[src/rtl/spi_sensor_responder.sv]
// SPI mode-0 responder modelling an accelerometer register file.
// All SPI pins are oversampled on i_clk; nothing here is clocked by SCLK.
module spi_sensor_responder #(
    parameter int unsigned DEPTH     = 16,
    parameter logic [7:0]  DEVICE_ID = 8'hAD,
    parameter logic [7:0]  CMD_WRITE = 8'h0A,
    parameter logic [7:0]  CMD_READ  = 8'h0B
) (
    input  logic                     i_clk,
    input  logic                     i_rst,
    input  logic                     i_sclk,
    input  logic                     i_cs_n,
    input  logic                     i_mosi,
    output logic                     o_miso,
    output logic                     o_miso_oe,
    input  logic [7:0]               i_xSense,
    input  logic [7:0]               i_ySense,
    input  logic [7:0]               i_zSense,
    output logic                     o_wr_strobe,
    output logic [$clog2(DEPTH)-1:0] o_wr_addr,
    output logic [7:0]               o_wr_data,
    output logic                     o_busy
);
    localparam int AW = $clog2(DEPTH);

    typedef enum logic [2:0] {IDLE, CMD, ADDR, WR_DATA, RD_DATA, IGNORE} state_t;

    state_t          state_q, state_d;
    logic            sclk_s1, sclk_s2, sclk_d;
    logic            cs_s1, cs_s2, cs_d;
    logic            mosi_s1, mosi_s2;
    logic            cs_fall, sclk_rise, sclk_fall, byte_done;
    logic [2:0]      bit_cnt;
    logic [6:0]      shift_in;
    logic [6:0]      shift_out;
    logic [7:0]      in_byte;
    logic            is_read;
    logic [AW-1:0]   addr;
    logic [AW-1:0]   rd_addr;
    logic [7:0]      rd_data;
    logic [7:0]      snap_x, snap_y, snap_z;
    logic [7:0]      regs [DEPTH];

    // Two-flop synchronizers plus one delay stage for edge detection.
    always_ff @(posedge i_clk or negedge i_rst) begin
        if (!i_rst) begin
            sclk_s1 <= 1'b0; sclk_s2 <= 1'b0; sclk_d <= 1'b0;
            cs_s1   <= 1'b1; cs_s2   <= 1'b1; cs_d   <= 1'b1;
            mosi_s1 <= 1'b0; mosi_s2 <= 1'b0;
        end else begin
            sclk_s1 <= i_sclk;  sclk_s2 <= sclk_s1; sclk_d <= sclk_s2;
            cs_s1   <= i_cs_n;  cs_s2   <= cs_s1;   cs_d   <= cs_s2;
            mosi_s1 <= i_mosi;  mosi_s2 <= mosi_s1;
        end
    end

    // SCLK edges only count inside a frame and lose to a coincident CS_n fall.
    assign cs_fall   = cs_d & ~cs_s2;
    assign sclk_rise = ~cs_s2 & ~cs_fall & sclk_s2 & ~sclk_d;
    assign sclk_fall = ~cs_s2 & ~cs_fall & ~sclk_s2 & sclk_d;
    assign in_byte   = {shift_in, mosi_s2};
    assign byte_done = sclk_rise && (bit_cnt == 3'd7);
    assign o_busy    = (state_q != IDLE);
    assign o_miso_oe = ~cs_s2;

    // Register-map read port; address is the one about to be presented on MISO.
    always_comb begin
        rd_addr = (state_q == ADDR) ? in_byte[AW-1:0] : addr + 1'b1;
        case (rd_addr)
            AW'(0):  rd_data = DEVICE_ID;
            AW'(1):  rd_data = snap_x;
            AW'(2):  rd_data = snap_y;
            AW'(3):  rd_data = snap_z;
            default: rd_data = regs[rd_addr];
        endcase
    end

    // FSM state register.
    always_ff @(posedge i_clk or negedge i_rst) begin
        if (!i_rst) state_q <= IDLE;
        else        state_q <= state_d;
    end

    // Next-state logic; a deasserted CS_n always returns to IDLE.
    always_comb begin
        state_d = state_q;
        if (cs_s2) begin
            state_d = IDLE;
        end else begin
            case (state_q)
                IDLE:    if (cs_fall) state_d = CMD;
                CMD:     if (byte_done)
                             state_d = (in_byte == CMD_WRITE || in_byte == CMD_READ) ? ADDR : IGNORE;
                ADDR:    if (byte_done) state_d = is_read ? RD_DATA : WR_DATA;
                default: state_d = state_q;
            endcase
        end
    end

    // Bit/byte datapath, register file, write strobe and MISO shifter.
    always_ff @(posedge i_clk or negedge i_rst) begin
        if (!i_rst) begin
            bit_cnt     <= '0;
            shift_in    <= '0;
            shift_out   <= '0;
            is_read     <= 1'b0;
            addr        <= '0;
            snap_x      <= '0;
            snap_y      <= '0;
            snap_z      <= '0;
            o_miso      <= 1'b0;
            o_wr_strobe <= 1'b0;
            o_wr_addr   <= '0;
            o_wr_data   <= '0;
            for (int unsigned i = 0; i < DEPTH; i++) regs[i] <= '0;
        end else begin
            o_wr_strobe <= 1'b0;
            if (cs_fall) begin
                bit_cnt <= '0;
                snap_x  <= i_xSense;
                snap_y  <= i_ySense;
                snap_z  <= i_zSense;
            end else if (sclk_rise && state_q != IDLE) begin
                shift_in <= in_byte[6:0];
                bit_cnt  <= bit_cnt + 3'd1;
            end

            if (byte_done) begin
                case (state_q)
                    CMD:     is_read <= (in_byte == CMD_READ);
                    ADDR:    addr <= in_byte[AW-1:0];
                    WR_DATA: begin
                        if (addr >= AW'(4)) regs[addr] <= in_byte;
                        o_wr_strobe <= 1'b1;
                        o_wr_addr   <= addr;
                        o_wr_data   <= in_byte;
                        addr        <= addr + 1'b1;
                    end
                    RD_DATA: addr <= addr + 1'b1;
                    default: ;
                endcase
            end

            // The fall right after a reload (bit_cnt wrapped to 0) must not shift,
            // otherwise the freshly presented MSB would be lost before the master samples it.
            if (state_d != RD_DATA) begin
                o_miso <= 1'b0;
            end else if (byte_done) begin
                o_miso    <= rd_data[7];
                shift_out <= rd_data[6:0];
            end else if (sclk_fall && bit_cnt != 3'd0) begin
                o_miso    <= shift_out[6];
                shift_out <= {shift_out[5:0], 1'b0};
            end
        end
    end

endmodule

[config.mk]
export PLATFORM = sky130hd
export DESIGN_NAME = spi_sensor_responder
export DESIGN_NICKNAME = d
export VERILOG_FILES = /design/src/rtl/spi_sensor_responder.sv
export SDC_FILE = /design/constraint.sdc
export NUM_CORES = 1
export LEC_CHECK = 0
export ABC_AREA = 1
export BUFFER_PORTS_ARGS = -buffer_cell sky130_fd_sc_hd__buf_2
export CAP_MARGIN = 5
export CORE_MARGIN = 1
export CORE_UTILIZATION = 55
export CTS_CLUSTER_DIAMETER = 120
export CTS_CLUSTER_SIZE = 14
export DETAILED_ROUTE_END_ITERATION = 8
export PLACE_DENSITY = 0.78
export SYNTH_ARGS = -nofsm -noshare
export SYNTH_HDL_FRONTEND = slang
export SYNTH_SLANG_ARGS = --single-unit
[constraint.sdc]
create_clock -name i_clk -period 3.8 [get_ports i_clk]
set_input_delay 0.57 -clock i_clk [delete_from_list [all_inputs] [get_ports i_clk]]
set_output_delay 0.57 -clock i_clk [all_outputs]
set_load 0.05 [all_outputs]
==> results.toml <==
[outcome]
outcome = "complete, no violations"

[cells_and_area]
fin_cells = 1264
diodes = 0
fill_cells = 1212
layout-drive-gt1-share_pct = 11.3
final_common_cell = "nand2_1"
areaGrowthSynthToFinish_pct = 12.0
nNetsFinal = 1107
layout_common_cells = "nand2_1, dfrtp_1, o21ai_0"
final_area_um2 = 9030
fin_util_pct = 64.1

[yosys]
ys_seq_area_share_pct = 51.9
ys_ff_latch = 167
syn-mean-instance-area_um2 = 7.73
synth_cell_types = 32
yosys_warnings = 0
syn_nets = 1079
syn_area_um2 = 8070
syn_inst = 1043

[critical_path]
r2r_end = "shift_out[0]"
r2r_slack_ps = 920
end_kind = "register"
crit_fanout = 23
arrival_ps = 3200
required_ps = 4120
crit_type = "register to register"
worstSetupStartpointType = "register"
r2r-start = "addr[0]"
rr_worst_depth = 14

[sta]
setup_ws_ps = 924
fmax_mhz = 348
final_hold_viol_count = 0
setup_viol = 0
fin_tns_setup_ps = 0
worst_pin_slew_ps = 858
worst_hold_slack_ps = 211
relSlewSlack_pct = 42.8
post-route-period-util_pct = 75.7
rsz0062_at_grt = "false"
maxSlewViolCount = 0
min_period_ps = 2880
skew_ps = 10.3

[pwr]
seqPwrFrac_pct = 48.5
power.share.clock_pct = 47.7
p_total_mw = 3.83
p_switching_uw = 829
leakagePower_nw = 4.89
switching_share_pct = 21.6
max-vdd-ir-drop_mv = 0.361
combinationalPowerShare_pct = 3.8
power_density_nw_per_um2 = 424
p_int_mw = 3.00

[clocking]
htree_levels = 4
tritoncts = "done"
cts_sinks = 167
clk_path_buf_depth = 2
clockRootBuffer = "clkbuf_16"
cts.clk_slew.worst_paths_ps = 60
cts_hold_buf = 0
worst_skew_pair.late_latency_ps = 430
post_cts_buffers = 0
cts.repair.resized = 0
cts_buffers = 17

[placement]
place_hpwl_um = 13300
port_buffers = 44
place_inst = 1232
gp_congestion = 0.918
dp_slack_ps = 1060
postPlaceCellArea_um2 = 8400

[drt]
wl_met1_um = 8790
routed-wl-met2_um = 9550
routedWlPerCell_um = 16.0
num_vias = 6875
wl_met3_um = 1350
routed_wl_um = 20200
drc_errors = 0
top_layer_used = "met4"
drt-pass1-iter-count = 5
drtIter0Drc = 656
ant_nets = 0
via_per_inst = 5.44

[global_routing]
grt_max_degree = 92
antenna_found_initial = 0
grt_pass1_vias = 6611
grtUsageTotal_pct = 29.3
globalRoute.totalOverflow = 0
grt_pass1_wl_um = 33400

[floorplan]
core_um2 = 14100
io_pins = 45
die-area_um2 = 15200
rows = 43
die_x_um = 123
initial_utilization_pct = 57.2
die_h_um = 123

[worst_hold_path]
hp-class = "input pin to async pin"

[job]
drv_cap = 0
==> cells by family after synthesis <==
logic type	share of synthesized area [%]
buf+inv	7.62
flops	51.9
fa+ha+maj	1.09
mux	0.745
compound gates	9.23
simple gates	29.4
xor+xnor	0.109
==> worst max-delay path, cell delays in order (launching register included) <==
cell and delay [ps]:
dfrtp_1 460, inv_1 160, ha_1 360, inv_1 50, nand2_1 50, o21ai_1 60
buf_4 230, nor2_1 560, inv_1 230, o21ai_0 250, nor2_1 90, nor2_1 100
nand2_1 60, nand3_1 60, nand2_1 50
==> flip-flops by register name (all words and copies together) (netlist names), 3 cells and up <==
register and flops:
bit_cnt 3, snap_y 8, shift_in 7, regs 96, o_wr_addr 4, addr 4, snap_z 8, shift_out 7
o_wr_data 8, snap_x 8, state_q 3
==> cell type report <==
type	instances	area [µm²]	area share, %
inverters	109	409	4.53
clock inverters	7	115	1.27
clock buffers	25	515	5.71
flip-flops and latches	167	4180	46.3
repair buffers	54	314	3.48
well taps	180	225	2.49
multi-input cells	722	3270	36.2
==> power groups by stage <==
stage	registers, mW	logic [mW]	clock network, mW
detailed placement	1.89	0.147	0
global placement	1.89	0.143	0
CTS	1.85	0.149	1.84
floorplan	1.87	0.0754	0
global route	1.86	0.168	1.91
finish	1.86	0.146	1.83
==> worst max-delay path by stage <==
stage / startpoint / endpoint
after floorplan: bit_cnt[0] / shift_out[3]
after global placement: addr[0] / o_miso
after detailed placement: addr[0] / shift_out[0]
after CTS: addr[0] / shift_out[0]
after global routing: addr[0] / shift_out[0]
final: addr[0] / shift_out[0]
==> cells in the mapped netlist <==
cell	instances	area [µm²]
nor3_4	2	32.5
nor2_1	61	229
nand4_2	1	12.5
nand3_1	53	265
o21ai_1	4	20.0
o21ai_0	121	606
or2_1	1	6.26
or2_2	8	50.1
nand4_1	7	43.8
clkbuf_1	26	97.6
nand3b_2	2	22.5
nor2_4	6	67.6
nor2_2	1	6.26
nand2_1	406	1520
inv_1	103	387
buf_4	6	45.0
buf_1	2	7.51
xor2_1	1	8.76
mux2i_1	6	60.1
nor3_1	1	5.00
dfstp_2	3	78.8
nand4_4	1	21.3
nand2_2	4	25.0
nand3_2	5	50.1
a31oi_1	1	6.26
inv_2	6	22.5
buf_2	11	55.1
nor3b_1	1	7.51
dfrtp_1	164	4100
a22oi_1	1	7.51
ha_1	7	87.6
a21oi_1	21	105
==> routing by layer <==
layer / track usage (%) / up-vias
li1: - / 3307
met1: 39.3 / 3240
met2: 46.5 / 284
met3: 6.60 / 44
met4: 11.7 / 0
met5: 0 / -
Power figures use the tool's default switching activity.
